===== src/rtl/lsu_burst.sv =====
// Burst load-store unit: one LDR/STR moves BURST_LEN consecutive words at rs.
// Optional per-beat response timeout is compiled in with LSU_BURST_TIMEOUT_EN.
module lsu_burst #(
  parameter int ADDR_BITS      = 8,
  parameter int DATA_BITS      = 8,
  parameter int BURST_LEN      = 1,
  parameter int TIMEOUT_CYCLES = 64
) (
  input  logic                           clk,
  input  logic                           reset,
  input  logic                           enable,
  input  logic [2:0]                     core_state,
  input  logic                           decoded_mem_read_enable,
  input  logic                           decoded_mem_write_enable,
  input  logic [ADDR_BITS-1:0]           rs,
  input  logic [BURST_LEN*DATA_BITS-1:0] rt,
  output logic                           mem_read_valid,
  output logic [ADDR_BITS-1:0]           mem_read_address,
  input  logic                           mem_read_ready,
  input  logic [DATA_BITS-1:0]           mem_read_data,
  output logic                           mem_write_valid,
  output logic [ADDR_BITS-1:0]           mem_write_address,
  output logic [DATA_BITS-1:0]           mem_write_data,
  input  logic                           mem_write_ready,
  output logic [1:0]                     lsu_state,
  output logic [BURST_LEN*DATA_BITS-1:0] lsu_out,
  output logic                           lsu_error
);

  localparam logic [2:0] CORE_REQUEST = 3'b011;
  localparam logic [2:0] CORE_UPDATE  = 3'b110;
  localparam int BEAT_W = (BURST_LEN > 1) ? $clog2(BURST_LEN) : 1;
  localparam logic [BEAT_W-1:0] LAST_BEAT = BEAT_W'(BURST_LEN - 1);

  typedef enum logic [1:0] {
    IDLE       = 2'd0,
    REQUESTING = 2'd1,
    WAITING    = 2'd2,
    DONE       = 2'd3
  } state_e;

  state_e                         state_q, state_d;
  logic [BEAT_W-1:0]              beat_q, beat_d;
  logic                           read_valid_q, read_valid_d;
  logic                           write_valid_q, write_valid_d;
  logic [ADDR_BITS-1:0]           read_addr_q, read_addr_d;
  logic [ADDR_BITS-1:0]           write_addr_q, write_addr_d;
  logic [DATA_BITS-1:0]           write_data_q, write_data_d;
  logic [BURST_LEN*DATA_BITS-1:0] lsu_out_q, lsu_out_d;
  logic                           error_q, error_d;

  logic [ADDR_BITS-1:0] beat_addr;
  logic [DATA_BITS-1:0] beat_wdata;
  logic                 beat_ack;
  logic                 tmo_hit;

  // Address arithmetic is modulo 2^ADDR_BITS, so a burst may wrap past the top.
  assign beat_addr  = rs + ADDR_BITS'(beat_q);
  assign beat_wdata = rt[beat_q*DATA_BITS +: DATA_BITS];
  assign beat_ack   = (read_valid_q && mem_read_ready) || (write_valid_q && mem_write_ready);

`ifdef LSU_BURST_TIMEOUT_EN
  localparam int TMO_W = $clog2(TIMEOUT_CYCLES + 1);
  logic [TMO_W-1:0] tmo_q, tmo_d;

  // Counter is zero in every state but WAITING, so it restarts on each entry.
  assign tmo_d   = (state_q == WAITING) ? tmo_q + 1'b1 : '0;
  assign tmo_hit = (state_q == WAITING) && (tmo_q == TMO_W'(TIMEOUT_CYCLES - 1));

  always_ff @(posedge clk) begin
    if (reset) begin
      tmo_q <= '0;
    end else if (enable) begin
      tmo_q <= tmo_d;
    end
  end
`else
  assign tmo_hit = 1'b0;
`endif

  always_comb begin
    // NOTE: every _d gets its hold value first so no path through the case infers a latch.
    state_d       = state_q;
    beat_d        = beat_q;
    read_valid_d  = read_valid_q;
    write_valid_d = write_valid_q;
    read_addr_d   = read_addr_q;
    write_addr_d  = write_addr_q;
    write_data_d  = write_data_q;
    lsu_out_d     = lsu_out_q;
    error_d       = error_q;

    unique case (state_q)
      IDLE: begin
        if (core_state == CORE_REQUEST) begin
          if (decoded_mem_read_enable && decoded_mem_write_enable) begin
            state_d = DONE;
            error_d = 1'b1;
          end else if (decoded_mem_read_enable || decoded_mem_write_enable) begin
            state_d = REQUESTING;
            beat_d  = '0;
            error_d = 1'b0;
            if (decoded_mem_read_enable) lsu_out_d = '0;
          end
        end
      end

      REQUESTING: begin
        state_d = WAITING;
        if (decoded_mem_read_enable) begin
          read_valid_d = 1'b1;
          read_addr_d  = beat_addr;
        end else if (decoded_mem_write_enable) begin
          write_valid_d = 1'b1;
          write_addr_d  = beat_addr;
          write_data_d  = beat_wdata;
        end else begin
          // Op vanished mid-burst: retire with an error rather than wait forever.
          state_d = DONE;
          error_d = 1'b1;
        end
      end

      WAITING: begin
        if (beat_ack) begin
          read_valid_d  = 1'b0;
          write_valid_d = 1'b0;
          if (read_valid_q) lsu_out_d[beat_q*DATA_BITS +: DATA_BITS] = mem_read_data;
          if (beat_q == LAST_BEAT) begin
            state_d = DONE;
          end else begin
            beat_d  = beat_q + 1'b1;
            state_d = REQUESTING;
          end
        end else if (tmo_hit) begin
          read_valid_d  = 1'b0;
          write_valid_d = 1'b0;
          error_d       = 1'b1;
          state_d       = DONE;
        end
      end

      DONE: begin
        if (core_state == CORE_UPDATE) state_d = IDLE;
      end

      default: state_d = IDLE;
    endcase
  end

  always_ff @(posedge clk) begin
    if (reset) begin
      // NOTE: the load buffer is ordinary flops read by the core, so it is cleared on reset too.
      state_q       <= IDLE;
      beat_q        <= '0;
      read_valid_q  <= 1'b0;
      write_valid_q <= 1'b0;
      read_addr_q   <= '0;
      write_addr_q  <= '0;
      write_data_q  <= '0;
      lsu_out_q     <= '0;
      error_q       <= 1'b0;
    end else if (enable) begin
      // NOTE: non-blocking so every flop samples the pre-edge value of its peers.
      state_q       <= state_d;
      beat_q        <= beat_d;
      read_valid_q  <= read_valid_d;
      write_valid_q <= write_valid_d;
      read_addr_q   <= read_addr_d;
      write_addr_q  <= write_addr_d;
      write_data_q  <= write_data_d;
      lsu_out_q     <= lsu_out_d;
      error_q       <= error_d;
    end
  end

  assign mem_read_valid    = read_valid_q;
  assign mem_read_address  = read_addr_q;
  assign mem_write_valid   = write_valid_q;
  assign mem_write_address = write_addr_q;
  assign mem_write_data    = write_data_q;
  assign lsu_state         = state_q;
  assign lsu_out           = lsu_out_q;
  assign lsu_error         = error_q;

endmodule


===== config.mk =====
export PLATFORM = sky130hd
export DESIGN_NAME = lsu_burst
export DESIGN_NICKNAME = d
export VERILOG_FILES = /design/src/rtl/lsu_burst.sv
export SDC_FILE = /design/constraint.sdc
export NUM_CORES = 1
export LEC_CHECK = 0
export CAP_MARGIN = 40
export CORE_MARGIN = 2
export CORE_UTILIZATION = 25
export DETAILED_ROUTE_END_ITERATION = 6
export SLEW_MARGIN = 20
export SYNTH_ARGS = -nofsm -noshare
export SYNTH_HDL_FRONTEND = slang
export SYNTH_SLANG_ARGS = --single-unit

===== constraint.sdc =====
create_clock -name clk -period 1.85 [get_ports clk]
set_clock_uncertainty 0.1 [all_clocks]
set_input_delay 0.37 -clock clk [delete_from_list [all_inputs] [get_ports clk]]
set_output_delay 0.37 -clock clk [all_outputs]
set_load 0.005 [all_outputs]

# ---- After elaboration in Yosys (flattened, before gate mapping)
# Index checks and enable logic that the tools add are counted.
dict set report word_totals {
  in_bits 34
  register_bits 38
  output_inout_bits 37
}
dict set report classes {
  bitwise 1
  n_addsub 3
  n_eq_ne 17
  mux 34
  shifts 3
  reduce_logical 17
}
# operator count
set op_table {}
lappend op_table {{8-bit 2-to-1 mux} 6}
lappend op_table {{4-bit negator with 34-bit output} 1}
lappend op_table {{8-bit by 34-bit variable shift with 8-bit output (first input constant)} 1}
lappend op_table {{8-bit by 34-bit indexed part select with 8-bit output} 1}
lappend op_table {{2-bit inequality test (second input constant)} 11}
lappend op_table {{8-bit one-hot mux with 2 select lines} 1}
lappend op_table {{1-bit 2-to-1 mux} 15}
lappend op_table {{2-bit 2-to-1 mux} 6}
lappend op_table {{6-bit AND reduction} 2}
lappend op_table {{5-bit AND reduction} 2}
lappend op_table {{8-bit by 1-bit adder with 8-bit output} 1}
lappend op_table {{8-bit bitwise mux} 1}
lappend op_table {{1-bit one-hot mux with 2 select lines} 4}
lappend op_table {{2-bit one-hot mux with 4 select lines} 1}
lappend op_table {{4-bit AND reduction} 2}
lappend op_table {{8-bit AND reduction} 1}
lappend op_table {{8-bit by 5-bit indexed part select with 8-bit output} 1}
lappend op_table {{2-bit nonzero test} 3}
lappend op_table {{2-bit equality test (second input constant)} 2}
lappend op_table {{3-bit by 2-bit equality test with 1-bit output (second input constant)} 1}
lappend op_table {{3-bit equality test (second input constant)} 1}
lappend op_table {{1-bit logical AND} 3}
lappend op_table {{3-bit inequality test (second input constant)} 1}
lappend op_table {{3-bit AND reduction} 1}
lappend op_table {{5 further kinds} 6}

# ---- Logic depth before layout (Yosys ltp)
# Gate-level depths: netlist of run 1.
dict set report depth {
  word_depth 6
  ltp_mapped 8
  depth_no_buf 6
}

# ---- Worst setup path after synthesis of run 1
# OpenSTA, ideal clock, no wires.
dict set report synth_timing {
  path_kind {register to register}
  from {reg state_q[0], in the netlist lsu_state[0]}
  to {reg state_q[1], in the netlist lsu_state[1]}
  required_time_ns 1.662
  arrival_ns 1.510
  path_slack_ns 0.152
  synth_period_minus_slack_ns 1.698
  stages_incl_launch_ff 7
  setup_time_ns 0.088
  path_buffers 1
  path_cell_list {dfxtp_1 > inv_1 > ha_1 > a221oi_2 > buf_6 > a31oi_1 > a311oi_2}
}
dict set report synth_via {
  elab_chain_len 3
  word_cells_on_any_way 10
  cone_classes {eq/ne (7); mux (1); reduce/logical (2)}
}
# element line
set synth_lines {}
lappend synth_lines {{start: declaration} 42} ;# state_e state_q, state_d;
lappend synth_lines {{start signal: assignment} 165} ;# state_q <= state_d;
lappend synth_lines {{2-bit equality test or 2-bit zero test (tied branches)} 93} ;# unique case (state_q)
lappend synth_lines {{2-bit inequality test (no line) or 3-bit inequality test (tied branches)} n/a}
lappend synth_lines {{5-bit AND reduction (no line)} n/a}
# Several ways; a longest one is shown, not always the timed one.
# A chain may end at the register's enable or synchronous reset.

# ---- Final worst setup path of run 1
dict set report layout_timing {
  from {reg state_q[0], in the netlist lsu_state[0]}
  to {out lsu_state[0]}
}
# element line
set layout_lines {}
lappend layout_lines {{end: declaration} 25} ;# output logic [1:0] lsu_state,
# No word-level cell between the ends.

==> results of run 1 <==
[through the flow]
stage,area (um2),total power [mW],setup slack (ns)
5_1_grt,2600,1.89,0.0240
3_5_place_dp,2470,1.18,-0.191
6_report,2600,1.81,0.0870
4_1_cts,2580,1.83,0.0170
2_1_floorplan,1600,1.01,0.152
3_3_place_gp,2470,1.18,-0.139
[cell usage in the layout, fill, tap and decap left out, types with 2 or more instances in the layout]
| cell type | synthesis | final |
|---|---|---|
| clkdlybuf4s50_1 | 0 | 70 |
| nand2_1 | 51 | 51 |
| a21oi_1 | 36 | 36 |
| dfxtp_1 | 37 | 36 |
| buf_4 | 0 | 16 |
| o21ai_0 | 10 | 10 |
| nand4_1 | 8 | 8 |
| clkbuf_8 | 0 | 7 |
| inv_1 | 6 | 5 |
| nand2b_1 | 3 | 3 |
| ha_1 | 5 | 3 |
| nand3_1 | 2 | 2 |
| nor2b_1 | 2 | 2 |
| ha_2 | 0 | 2 |
[synth_stat cells]
master	n	area share (%)
a2111o_1	1	0.70
a21oi_1	36	11
a221o_2	1	0.70
a221oi_2	2	1.9
a22oi_1	1	0.47
a22oi_2	1	0.78
a311oi_1	1	0.55
a311oi_2	1	0.94
a31o_2	1	0.55
a31oi_1	1	0.39
and3_1	1	0.39
and3_2	1	0.47
buf_2	4	1.3
buf_6	1	0.70
clkbuf_1	5	1.2
dfxtp_1	37	46
ha_1	5	3.9
inv_1	6	1.4
mux2_2	1	0.70
nand2_1	51	12
nand2b_1	3	1.2
nand3_1	2	0.63
nand3b_1	1	0.47
nand4_1	8	3.1
nor2_1	1	0.23
nor2_2	1	0.39
nor2b_1	2	0.78
nor3_1	1	0.31
nor3b_1	1	0.47
o2111ai_1	1	0.55
o21a_1	2	0.94
o21ai_0	10	3.1
o21ai_1	1	0.31
or2_1	1	0.39
or3b_1	1	0.55
[registers in the layout (all words and copies together) (netlist names)]
register and count:
mem_write_address 8, mem_read_address 8, lsu_out 8, mem_write_valid 1, lsu_state 2, mem_write_data 8, mem_read_valid 1, lsu_error 1
[kinds of logic (layout without fill, tap and decap cells)]
family	after synthesis	after routing	share of synthesized area, %
buffers and inverters	16	101	4.54
DFF	37	37	46.3
muxes	1	1	0.704
and+or+nand+nor	75	75	21.4
AOI/OAI and AO/OA	60	60	23.2
adders and majority gates	5	5	3.91
[final cells by class]
type	count	area share, %
clock buffer	7	3.70
sequential	37	28.5
clock inverter	1	0.192
multi-input combinational	141	31.0
inverter	6	0.866
tap	77	3.70
timing repair buffer	87	32.0
[power by group through the flow]
stage                     combinational (mW)  clock, mW  sequential, mW
final                                  0.354      0.626           0.827
after global routing                   0.387      0.675           0.830
after CTS                              0.344      0.657           0.826
after detailed placement               0.338          0           0.845
after global placement                 0.334          0           0.845
after floorplan                        0.161          0           0.844
[repair_timing]
| item | 4_1_cts | 5_1_grt |
|---|---|---|
| pin swaps | 0 | 1 |
| hold endpoints to repair | 0 | 0 |
| endpoints found under the setup margin | 8 | 26 |
| gates resized for setup | 1 | 7 |
[worst max path at each step]
stage                   endpoint  slack, ns
global placement      lsu_out[0]      -0.14
global route           lsu_error       0.02
CTS                   lsu_out[0]       0.02
finish              lsu_state[0]       0.09
detailed placement    lsu_out[7]      -0.19
floorplan           lsu_state[1]       0.15
[critical path, stage by stage, from the launching register on]
cell             delay [ns]
dfxtp_1                0.39
buf_4                  0.13
clkdlybuf4s50_1        0.49
[layer usage]
metal	routed length, um	vias up	part of all wire [%]
li1	-	844	-
met1	2120	753	47
met2	2160	36	48
met3	153	4	3.4
met4	47	0	1.0
met5	0	-	0
==> summary.md, run 1 <==
| Metric | Value |
|---|---|
| Outcome | `completed` |
| Final worst-path cycle share | `95.3%` |
| Total count of hold-check failures in the final report | `0` |
| Port Buffer Count | `70` |
| Footprint of the multi-input gates | `807 um2` |
| Internal Pwr Total | `1.34 mW` |
| Hold Crit Class | `flip-flop to flip-flop` |
| Core Footprint | `6280 um2` |
| Power share of the sequential group | `a little under half` |
| Ratio of total power to cell area | `~690 nW/um2` |
| Logic depth of the worst register-to-register path | `5` |
| Worst Hold Slack | `between 0.3 and 0.4 ns` |
| Number of I/O pins | `a little over 70` |
| Post-synth design cell area | `1600 um2` |
| Total of hold buffers inserted after clock tree synthesis | `0` |
| Horiz. Die Dim | `84.0 um` |
| Cell total after placement | `348` |
| Maximum clock path buffer count | `2` |
| Kind of end point of the critical path | `output port` |
| Number of setup buffers added after CTS | `0` |
| Largest vdd supply drop | `0.320 mV` |
| Destination of the worst register-to-register timing path | `lsu_state[0]` |
| Sequential standard cell area | `742 um2` |
| Switching power share of the total | `26.1%` |
| Layout Utilization | `between 40% and 50%` |
| Via count of the first global-routing pass | `1628` |
| Share of final-layout standard cells stronger than drive strength 1 | `14.3%` |
| Slew @ Worst Pin | `0.350 ns` |
| Final critical path time including I/O delays and setup | `1.76 ns` |
| Wire length of the first global-routing pass | `between 7000 and 8000 um` |
| Static power due to leakage | `between 0.8 and 0.9 nW` |
| Setup total negative slack | `0 ns` |
| Total Wirelength | `approximately 4500 um` |
| Cell Count, Final, Fillers Out | `around 360` |
| GRT met2 Usage | `20.9%` |
| Launch instance of the worst min-delay path | `mem_read_address[7]` |
| H-tree depth | `2` |
| Most Crowded Layer GR | `met2` |
| Net switching power | `0.471 mW` |
| Met1 Resource Use GR | `between 10% and 20%` |
| Growth of design area from synthesis to finish | `62.7%` |
| Number of nets with antenna violations after routing | `0` |
| Post-synthesis cell count | `194` |
| Start point of the critical path | `lsu_state[0]` |
| Drt first-iter violations | `69` |
| Beginning of the worst register-to-register path | `lsu_state[0]` |
| Root Buffer | `clkbuf_8` |
| Vias per std cell | `4.60` |
| CTS tree | `yes` |
| Number of nets in the layout | `317` |
| Clock buffers created by TritonCTS | `5` |
| Slew Limit Headroom | `76.6%` |
| Routability Congestion | `roughly 0.72` |
| Post-Synthesis Net Count | `around 230` |
| Sum of net half-perimeters after detailed placement | `about 3300 um` |
| Flop2flop setup slack | `0.12 ns` |
| Via count of the routed design | `roughly 1600` |
| Final number of max-transition violations | `0` |
| Relative contribution of the clock network to total power | `34.6%` |
| Number of setup violations in the final report | `0` |
| Filler cell count in the final layout | `660` |
| Post-synthesis average cell area | `8.24 um2` |
| Standard-cell row count | `29` |
| Crit path DAT | `1.29 ns` |
| Number of antenna cells inserted | `0` |
| Worst setup path category | `flip-flop to output port` |
| Unrepaired setup endpoints after global routing | `no` |
| Worst Path Required | `~1.4 ns` |
| Initial antenna violation count | `0` |
| Count of distinct cell types in the synthesized netlist | `35` |
| Register area share after synthesis | `46.3%` |
| Largest net degree at the start of global routing | `23` |
| Number of warnings printed during yosys synthesis | `0` |
| GR Util met3 | `under 10%` |
| Fmax achieved | `567 MHz` |
| GRT Residual Overflow | `0` |
| Worst skew pair latency | `0.29 ns` |
| Overall fraction of global-route tracks in use | `approximately 13%` |
| Proportion of power drawn by combinational gates | `about a fifth` |
| Clock transition at the register clock pins on the worst setup and hold paths after CTS | `0.08 ns` |
| Area enclosed by the die boundary | `7050 um2` |
| Startpoint type of the worst setup path | `flip-flop` |
| Die Y | `84.0 um` |
| Cells on Worst Hold Path | `2` |
| Wire length per cell after detailed routing | `12.6 um` |
| Flip-flop and latch count after synthesis | `37` |
| Effective utilization at floorplan | `between 20 and 30%` |
| Max cap viols | `0` |
| Total DRC errors in the routed layout | `0` |
| Peak fanout along the critical path | `3` |
| Worst Hold Path EP | `mem_read_address[7]` |
| Pre-antenna DRT Iters | `4` |
| Clk sink count | `37` |
No activity file was read; power rests on OpenSTA's default activity.
==> run 2: changes to the inputs <==
--- a/config.mk
+++ b/config.mk
@@ -6,9 +6,11 @@
 export NUM_CORES = 1
 export LEC_CHECK = 0
 export CAP_MARGIN = 40
-export CORE_MARGIN = 2
+export CORE_MARGIN = 5
 export CORE_UTILIZATION = 25
+export CTS_BUF_LIST = sky130_fd_sc_hd__clkbuf_4 sky130_fd_sc_hd__clkbuf_8 sky130_fd_sc_hd__clkbuf_16
 export DETAILED_ROUTE_END_ITERATION = 6
+export RECOVER_POWER = 50
 export SLEW_MARGIN = 20
 export SYNTH_ARGS = -nofsm -noshare
 export SYNTH_HDL_FRONTEND = slang
==> run 2 against run 1 <==
Count of clock-buffer cells in the layout shrank 1. Hold slack lost 0.0022 ns. Global-route usage shrank 1.1 points. Routed wire length grew 4.1%. Highest routed layer unchanged. Non-clock buffer count is the same. Total power grew 6.5%. First-iteration DRC count grew 80%.
==> summary.md, run 2 (synthesis results as in run 1) <==
| Metric | Value |
|---|---|
| Clock buffers created by TritonCTS | `5` |
| Logic depth of the worst setup path including buffers | `1` |
| Crit path DAT | `around 1.3 ns` |
| Fmax achieved | `577 MHz` |
| Cell-by-cell trace of the critical path | `clkdlybuf4s50_1` |
| Critical Path Sink | `mem_read_valid` |
| Sum of net half-perimeters after detailed placement | `3470 um` |
| H-tree depth | `2` |
| Destination of the worst register-to-register timing path | `lsu_state[1]` |
| Number of setup violations in the final report | `0` |
| Number of nets with antenna violations after routing | `0` |
| Number of nets in the layout | `317` |
| Outcome | `completed` |
| Number of I/O pins | `71` |
| Worst Hold Slack | `0.352 ns` |
| Area after DPL | `2510 um2` |
| Start point of the critical path | `mem_read_valid` |
| Standard-cell row count | `29` |
| Root Buffer | `clkbuf_8` |
| Final Total Pwr | `1.93 mW` |
| Number of antenna cells inserted | `0` |
| Max cap viols | `0` |
| Port Buffer Count | `70` |
| Worst setup path category | `flip-flop to output port` |
| Static power due to leakage | `0.962 nW` |
| Overall fraction of global-route tracks in use | `11.7%` |
| Final number of max-transition violations | `0` |
| Share of final-layout standard cells stronger than drive strength 1 | `about 14%` |
| Cell total after placement | `348` |
| Most common library cell in the layout ignoring fill and taps | `nand2_1` |
| Maximum clock path buffer count | `2` |
| Die Y | `roughly 90 um` |
| Core Footprint | `6280 um2` |
| Largest vdd supply drop | `0.346 mV` |
| Commonest cells after routing, fill and taps aside | `nand2_1, clkdlybuf4s50_1, a21oi_1, dfxtp_1, dlygate4sd3_1` |
| Family with the most delay on the worst path | `buffers and inverters` |
| Worst Path Required | `1.38 ns` |
| Effective utilization at floorplan | `25.5%` |
| Routability Congestion | `0.745` |
| Worst skew pair latency | `0.29 ns` |
| Final critical path time including I/O delays and setup | `1.73 ns` |
| Area enclosed by the die boundary | `between 8000 and 9000 um2` |
| Total Wirelength | `4680 um` |
| Slew @ Worst Pin | `0.347 ns` |
| Largest net degree at the start of global routing | `38` |
| Startpoint type of the worst setup path | `flip-flop` |
| Via count of the first global-routing pass | `1603` |
| GRT Residual Overflow | `0` |
| Hold Crit Class | `flip-flop to flip-flop` |
| CP max stage cell | `clkdlybuf4s50_1` |
| Maximum single-stage delay on the critical path | `around 0.54 ns` |
| Filler cell count in the final layout | `between 600 and 700` |
| Kind of end point of the critical path | `output port` |
| Pre-antenna DRT Iters | `4` |
| Ratio of total power to cell area | `~730 nW/um2` |
| Total buffers and inverters traversed by the critical path | `1` |
| Initial antenna violation count | `0` |
| Peak fanout along the critical path | `5` |
| Cell Count, Final, Fillers Out | `between 300 and 400` |
| Slew Limit Headroom | `76.6%` |
| Total count of hold-check failures in the final report | `0` |
| Flop2flop setup slack | `about 0.15 ns` |
| Unrepaired setup endpoints after global routing | `yes` |
| Clock transition at the register clock pins on the worst setup and hold paths after CTS | `0.08 ns` |
| Beginning of the worst register-to-register path | `lsu_state[1]` |
| Via count of the routed design | `1628` |
| Total DRC errors in the routed layout | `0` |
| Clk sink count | `37` |
| Growth of design area from synthesis to finish | `65.4%` |
| Horiz. Die Dim | `90.0 um` |
| Logic depth of the worst register-to-register path | `6` |
| Drt first-iter violations | `124` |
| Vias per std cell | `4.57` |
| CTS tree | `yes` |
| Wire length of the first global-routing pass | `7910 um` |
| Final worst-path cycle share | `93.7%` |
| Post-route cell area | `2650 um2` |
| Wire length per cell after detailed routing | `13.1 um` |
-- run 2: worst min-delay path by stage --
stage | start | endpoint | slack, ns | cells after the start
finish | mem_read_address[2] | mem_read_address[2] | 0.35 | 2
global route | mem_write_data[1] | mem_write_data[1] | 0.37 | 2
CTS | mem_read_address[2] | mem_read_address[2] | 0.36 | 2
detailed placement | mem_read_address[3] | mem_read_address[3] | 0.35 | 2
global placement | mem_read_address[2] | mem_read_address[2] | 0.34 | 2
floorplan | mem_read_address[0] | mem_read_address[0] | 0.35 | 2
-- run 2: layer usage --
metal | GRT usage, % | part of all wire, %
met1 | 15.9 | 48
met2 | 17.5 | 45
met5 | 0 | 0
met4 | 4.09 | 1.2
met3 | 3.59 | 5.8
-- run 2: final cells by class --
cell class | instances | area, um2 | area share, %
inverter | 6 | 22.5 | 0.851
clock buffer | 6 | 82.6 | 3.12
tap | 77 | 96.3 | 3.64
multi-input combinational | 141 | 813 | 30.7
sequential | 37 | 742 | 28.1
timing repair buffer | 87 | 851 | 32.2
clock inverter | 2 | 37.5 | 1.42
-- run 2: power breakdown --
part / total [mW] / internal [mW] / switching, mW / leakage, nW
registers: 0.827 / 0.813 / 0.0147 / 0.299
clock network: 0.741 / 0.439 / 0.302 / 0.0574
logic: 0.358 / 0.189 / 0.169 / 0.605
total: 1.93 / 1.44 / 0.486 / 0.962
-- run 2: what timing repair did --
item | 4_1_cts | 5_1_grt
resized for setup | 1 | 5
setup endpoints to repair | 8 | 10
hold buffers | 0 | 0
setup buffers | 0 | 0
-- run 2: through the flow --
step                util, %  setup WS (ns)  setup TNS, ns
CTS                    42.0         0.0583              0
floorplan                 -          0.152              0
global placement       40.0         -0.140          -1.26
global route           42.1       -0.00411       -0.00411
finish                 42.1          0.117              0
detailed placement     40.0         -0.195          -1.77
==> edit, RTL diff (config.mk and constraints of run 2) <==
Put one more register stage on the output `lsu_error`, without a reset. The value now appears one clock later. The other outputs are not delayed to match.
--- a/src/rtl/lsu_burst.sv
+++ b/src/rtl/lsu_burst.sv
@@ -182,5 +182,7 @@
   assign lsu_state         = state_q;
   assign lsu_out           = lsu_out_q;
-  assign lsu_error         = error_q;
+  always_ff @(posedge clk) begin
+    lsu_error <= error_q;
+  end
 
 endmodule
Check against the original RTL: not equivalent (Yosys sat finds a counterexample within 4 cycles, from zero or initial values and one cycle with reset high).
==> edit against run 2 <==
Area after synthesis down 0.23%; sequential cell count rose by 1; cell area down 2.0%; routed wire length up 2.9%; register-to-register slack lost 0.03 ns; setup slack got worse by 0.026 ns; via count rose by 1.7%; power fell by 6.0%; first-iteration DRC count is 81% lower.
==> edit: results <==
set metrics [dict create \
    status "finished clean" \
    reg2reg_slack_ns 0.12 \
    worst_skew_pair.late_latency_ns 0.29 \
    ff2ff_path_depth 6 \
    hp-start "error_q" \
    drt-initial-drc-count 24 \
    synthTopCellsByCount "nand2_1, dfxtp_1, a21oi_1" \
    gp_congestion 0.7305 \
    worstSetupStartpoint "mem_read_valid" \
    detail_route.first_pass.iterations 4 \
    highest_layer "met4" \
    io_buffers 70 \
    max_slew.worst_pin.slew_ns 0.4433 \
    grt_use_total_pct 11.45 \
    grt_pass1_vias 1626 \
    endpoint "mem_read_valid" \
    p_sw_w 0.0004904 \
    synth.area.top_cells "dfxtp_1, nand2_1, a21oi_1" \
    hold_depth 0 \
    hpwl_mm 3.480 \
    syn_nets 232 \
    cpLargestDelayFamily "buffers and inverters" \
    critPathSlowestCell "clkdlybuf4s50_1" \
    ir_drop_v 0.0003398 \
    fin_hold_ws_ns 0.2632 \
    grt_use_met1_pct 13.87 \
    numCtsBuffers 5 \
    fmax_ghz 0.5686 \
    nNetsFinal 314 \
    vias_per_cell 4.688 \
    yosysSeqAreaShare_pct 47.69 \
    use_met3_pct 4.424 \
    path_clk_slew_ns 0.08 \
    met1_length_mm 2.180 \
    grt_antenna_before_repair 0 \
    place_area_mm2 0.002502 \
    place_ws_ns -0.1753 \
    wl_per_cell_um 13.63 \
    hold_end "lsu_error" \
    met2_usage_pct 19.15 \
    layout-drive-gt1-share_pct 10.87 \
    wl_met3_um 332 \
    ys_warn_count 0 \
    cp_max_fo 4 \
    grt_pass1_wl_mm 7.741 \
    hold_path_class "reg2reg" \
    power_leakage_nw 0.9945 \
    slowest_delay_ns 0.50 \
    timing.rr.end "lsu_out[1]" \
    cts_setup_buffers 0 \
    wl_mm 4.811 \
    avgSynthCellArea_um2 8.266 \
    dp.cells 345 \
    wl_met2_mm 2.251 \
    grt_start_max_net_pins 38 \
    crit_arrival_ns 1.29 \
    ys.flop_type "dfxtp_1" \
    synth_cell_types 31 \
]
[edit: power by group through the flow]
stage / registers [W] / logic, W / clock network, W
after floorplan: 0.000868 / 0.000162 / 0
after global routing: 0.000849 / 0.000391 / 0.000662
after CTS: 0.000847 / 0.000361 / 0.000636
final: 0.000846 / 0.000358 / 0.000607
after detailed placement: 0.000866 / 0.000359 / 0
after global placement: 0.000866 / 0.000356 / 0
[edit: layout make-up]
cell class                      instances  area, um^2
Timing Repair Buffer                   86       845.8
Inverter                                5       18.77
Multi-Input combinational cell        139       775.7
Fill cell                             646        3685
Clock inverter                          2       12.51
Sequential cell                        38       760.7
Clock buffer                            6       82.58
Tap cell                               77       96.34
[edit: repair_timing]
| action | in CTS | in global routing |
|---|---|---|
| endpoints found under the hold margin | 0 | 0 |
| resized for setup | 0 | 6 |
| endpoints found under the setup margin | 0 | 8 |
[edit: cell families after synthesis]
group	synth area share (%)
simple gates	19.22
compound gates	23.69
flops	47.69
buf+inv	4.157
fa+ha+maj	3.922
mux	1.333
